===== config.mk =====
export PLATFORM = sky130hd
export DESIGN_NAME = mux_arb_nway
export DESIGN_NICKNAME = d
export VERILOG_FILES = /design/src/rtl/mux_pkg.sv /design/src/rtl/rr_arbiter.sv /design/src/rtl/mux_arb_nway.sv
export SDC_FILE = /design/constraint.sdc
export NUM_CORES = 1
export LEC_CHECK = 0
export BUFFER_PORTS_ARGS = -buffer_cell sky130_fd_sc_hd__buf_2
export CORE_ASPECT_RATIO = 0.9
export CORE_UTILIZATION = 43
export CTS_BUF_LIST = sky130_fd_sc_hd__clkbuf_8
export DETAILED_ROUTE_END_ITERATION = 8
export PLACE_DENSITY_LB_ADDON = 0.15
export REMOVE_ABC_BUFFERS = 1
export SYNTH_ARGS = -nofsm -noshare
export SYNTH_HDL_FRONTEND = slang
export SYNTH_SLANG_ARGS = --single-unit

===== constraint.sdc =====
create_clock -name clk -period 7.6 [get_ports clk]
set_input_delay 1.52 -clock clk [delete_from_list [all_inputs] [get_ports clk]]
set_output_delay 1.52 -clock clk [all_outputs]
set_load 0.02 [all_outputs]

===== src/rtl/mux_pkg.sv =====
// Shared constants and mode encoding for the N-way registered selector.
package mux_pkg;
  localparam int DATA_W   = 16;
  localparam int WAYS_DEF = 8;

  typedef enum logic {
    MODE_FIXED = 1'b0,
    MODE_RR    = 1'b1
  } mode_e;
endpackage


===== src/rtl/rr_arbiter.sv =====
// Combinational round-robin pick: first requester after 'last', wrapping modulo WAYS.
module rr_arbiter #(
  parameter  int WAYS  = 8,
  localparam int SEL_W = $clog2(WAYS)
) (
  input  logic [WAYS-1:0]  req,
  input  logic [SEL_W-1:0] last,
  output logic             gnt_valid,
  output logic [SEL_W-1:0] gnt_idx
);
  always_comb begin
    int s;
    gnt_valid = 1'b0;
    gnt_idx   = '0;
    s         = 0;
    // Scan last+1 .. last+WAYS; explicit wrap keeps non-power-of-two WAYS in range.
    for (int k = 1; k <= WAYS; k++) begin
      s = int'(last) + k;
      if (s >= WAYS) s = s - WAYS;
      if (!gnt_valid && req[s]) begin
        gnt_valid = 1'b1;
        gnt_idx   = SEL_W'(s);
      end
    end
  end
endmodule


===== src/rtl/mux_arb_nway.sv =====
// Registered N-way selector: fixed-select or round-robin grant into one output register.
module mux_arb_nway
  import mux_pkg::*;
#(
  parameter  int WIDTH = DATA_W,
  parameter  int WAYS  = WAYS_DEF,
  localparam int SEL_W = $clog2(WAYS)
) (
  input  logic                  clk,
  input  logic                  rst_n,
  input  logic                  mode,
  input  logic [SEL_W-1:0]      sel,
  input  logic [WAYS-1:0]       in_valid,
  input  logic [WAYS*WIDTH-1:0] in_data,
  output logic [WAYS-1:0]       in_ready,
  output logic                  out_valid,
  output logic [WIDTH-1:0]      out_data,
  output logic [SEL_W-1:0]      out_sel,
  input  logic                  out_ready
);
  logic [WAYS-1:0][WIDTH-1:0] way_data;
  logic [SEL_W-1:0]           last;
  logic                       rr_valid, gnt_valid, load_en, xfer, sel_ok;
  logic [SEL_W-1:0]           rr_idx, gnt_idx;

  assign way_data = in_data;
  assign load_en  = !out_valid || out_ready;

  rr_arbiter #(.WAYS(WAYS)) u_rr (
    .req       (in_valid),
    .last      (last),
    .gnt_valid (rr_valid),
    .gnt_idx   (rr_idx)
  );

  assign sel_ok = (32'(sel) < WAYS);

  always_comb begin
    gnt_valid = 1'b0;
    gnt_idx   = '0;
    if (mode_e'(mode) == MODE_RR) begin
      gnt_valid = rr_valid;
      gnt_idx   = rr_idx;
    end else if (sel_ok) begin
      gnt_valid = in_valid[sel];
      gnt_idx   = sel;
    end
  end

  for (genvar i = 0; i < WAYS; i++) begin : g_rdy
    assign in_ready[i] = rst_n && load_en && gnt_valid && (gnt_idx == SEL_W'(i));
  end

  assign xfer = |in_ready;

  always_ff @(posedge clk or negedge rst_n) begin
    if (!rst_n) begin
      out_valid <= 1'b0;
      out_data  <= '0;
      out_sel   <= '0;
      last      <= SEL_W'(WAYS - 1);
    end else if (xfer) begin
      out_valid <= 1'b1;
      out_data  <= way_data[gnt_idx];
      out_sel   <= gnt_idx;
      // Only round-robin grants advance fairness state.
      if (mode_e'(mode) == MODE_RR) last <= gnt_idx;
    end else if (out_ready) begin
      out_valid <= 1'b0;
    end
  end
endmodule


==> impl_results.md <==
* Worst Tran Pin Value at ~0.96 ns
* Share of power burned in registers at 0.148
* Total number of vias at between 3000 and 4000
* Mapped Cells at 374
* TritonCTS Buffers at 3
* Final hold violations at 0
* Crit path launch type: flop
* P&R area growth vs syn at 28.2%
* Die H at 84.3 microns
* First-pass detailed-route iteration total at 5
* Share of post-route cells with drive strength above 1 at 0.479
* CTS tree: done
* Register area at between 500 and 600 sq um
* Syn Area/Cell at 8.66 sq um
* Starting Density at 0.451
* Number of max-cap violations at 0
* WHS at just under 0.5 ns
* Drt total wl at roughly 11 mm
* Period minus WS final at 6.72 ns
* All-Layer GR Usage at 0.271
* Io pins at around 170
* Post-synth ARST share at 1.00
* Gr ovfl total at 0
* Footprint of the multi-input gates at 2470 sq um
* P_leak at 0.00198 uW
* Area of the mapped netlist at 3240 sq um
* Sequential share of the synthesized area at 0.179
* Post-CTS resize count at 0
* Drt initial violations at just under 400
* Sw Ratio at 0.524
* Netlist cell types at 60
* Die area at a little under 8000 sq um
* Setup TNS at 0 ns
* First-pass GRT wire length at 17.2 mm
* WS Path Type: flop to output port
* Vias/cell at roughly 6
* Logic pwr share at 0.809
* DRC Markers at 0
* Post-detail-place hpwl at 8.10 mm
* Vias in the first global route at between 3000 and 4000
* Req. time, crit path at roughly 6.1 ns
* Clock Tree Root: clkbuf_8
* Clock-pin slew on the worst setup and hold paths at roughly 0.090 ns
* H-tree Lvls at 1
* Post-synth EDFFs at 0
* CP Capture Type: output port
* Core Footprint at between 7000 and 8000 sq um
* P per Cell Area at 434 nW/um^2
* Initial antenna violation count at 0
* Routed Antenna Nets at 0
* Yosys top cell area share at 0.155
* DR WL/cell at 17.9 microns
* Maximum number of pins on one net before global-route repair at 35
* Slew margin rel. at 0.361
* FF+latch count, synth at 23
* Clock sinks at 23
* I/O Buffers at 170
* VDD IR max at about 0.28 mV
* Gpl congestion at approximately 0.94
* Post-CTS Hold Fix Bufs at 0
* Final setup vio count at 0
* Tcrit/Tclk final at 0.884
* Std cell rows at 29
* Status: finished, final reports clean
* Yosys Warn Count at 0
* NetSw at about 950 uW
* Worst Path Max Fanout at 29
* Most common flop cell mapped by yosys: dfrtp_1
* Die width at 93.5 microns
* Max Freq at ~150 MHz
* Layout fillers at 693
* Nets at 666
* Max-slew violation count at 0
* Worst EP arrival at roughly 5.2 ns
* RSZ-0062 raised after global routing: false
* Clock Latency Late Sink at approximately 0.27 ns
* Internal power at about 860 uW
* Max clock buf depth at 2
* Number of buffers added for setup after CTS at 0
* Ant. Diodes at 0
* Top post-synthesis cells by area: dfrtp_1 15%, mux2_2 7.7%, mux4_2 7.0%
* Clock group share of total power at 0.043
* Worst hold path type: flop to flop
* Post-Route Skew at 0.00470 ns
* Yosys top cell by area: dfrtp_1
==> cell type report <==
type | count | area share
sequential | 23 | 0.140
timing repair buffer | 179 | 0.221
tap | 93 | 0.0280
clock buffer | 3 | 0.00994
clock inverter | 1 | 0.00121
multi-input combinational | 309 | 0.596
inverter | 5 | 0.00452
==> worst max-delay path: stages (launching register included) <==
cell and delay [ns]:
dfstp_2 0.90, inv_1 0.15, ha_1 0.63, mux2_2 0.41, mux2_2 0.28, o221ai_1 0.43
nand3_1 0.24, or3_1 0.39, o2111ai_2 0.63, o21bai_2 0.54, nor3_1 0.10, buf_2 0.20
==> cell usage in the layout, fill, tap and decap left out, drive strengths merged, types with 10 or more instances in the layout <==
cell    synthesis  layout
o21ai          35      35
dfrtp          20      20
and3           32      32
mux2           43      43
nor2           14      14
nand2          13      13
mux4           10      10
nand3          39      39
o31ai          18      18
a222oi         16      16
buf            10     179
==> power groups by stage <==
stage | sequential [uW] | clock [uW] | combinational (uW)
floorplan | 315 | 0 | 1010
global placement | 267 | 0 | 1440
detailed placement | 269 | 0 | 1440
CTS | 267 | 79.8 | 1440
global route | 280 | 83.8 | 1580
finish | 267 | 77.2 | 1460
==> per-stage QoR <==
stage	setup slack, ns	std cells	area (sq um)	util	power, uW
after floorplan	1.13	337	3060	-	1320
after detailed placement	1.26	609	4110	0.572	1710
after CTS	0.949	613	4150	0.578	1790
after global routing	0.508	613	4150	0.578	1950
after global placement	1.36	609	4110	0.572	1710
final	0.885	613	4150	0.578	1800
==> final timing paths <==
check	startpoint	to	slack, ns	cells after the start
worst max-delay path	last[0]$_DFFE_PN1P_	in_ready[7]	0.88	11
worst min-delay path	out_sel[1]$_DFFE_PN0P_	out_sel[1]$_DFFE_PN0P_	0.48	2
worst max register to register	last[0]$_DFFE_PN1P_	out_data[9]$_DFFE_PN0P_	2.14	12
worst min register to register	out_sel[1]$_DFFE_PN0P_	out_sel[1]$_DFFE_PN0P_	0.48	2
max in group asynchronous	rst_n	last[2]$_DFFE_PN1P_	5.98	1
min in group asynchronous	rst_n	out_data[5]$_DFFE_PN0P_	1.24	1
==> synthesized netlist by cell type (all sizes together), types with 6 or more instances <==
cell type	number
a21oi	6
a222oi	16
and3	32
buf	10
clkbuf	27
dfrtp	20
mux2	43
mux2i	8
mux4	10
nand2	13
nand3	39
nor2	14
nor3	8
o21ai	35
o31ai	18
==> per-layer routing <==
| metal | track usage | part of all wire | vias up |
|---|---|---|---|
| met1 | 0.383 | 0.43 | 1730 |
| li1 | - | - | 1773 |
| met3 | 0.0389 | 0.084 | 10 |
| met5 | 0 | 0 | - |
| met4 | 0.0406 | 0.010 | 0 |
| met2 | 0.447 | 0.47 | 206 |
==> kinds of logic (layout without fill, tap and decap cells) <==
group	count (synthesis)	in the layout	share of synthesized area
XOR/XNOR	5	5	0.0135
buffers and inverters	42	188	0.0603
AO/OA/AOI/OAI	111	111	0.260
flip-flops	23	23	0.179
multiplexers	61	61	0.259
AND/OR/NAND/NOR	130	130	0.221
adder cells (fa/ha/maj)	2	2	0.00773
==> flip-flops by register name (all words and copies together) (netlist names) <==
signal     count
out_valid      1
out_data      16
last           3
out_sel        3
Power figures use the tool's default switching activity.
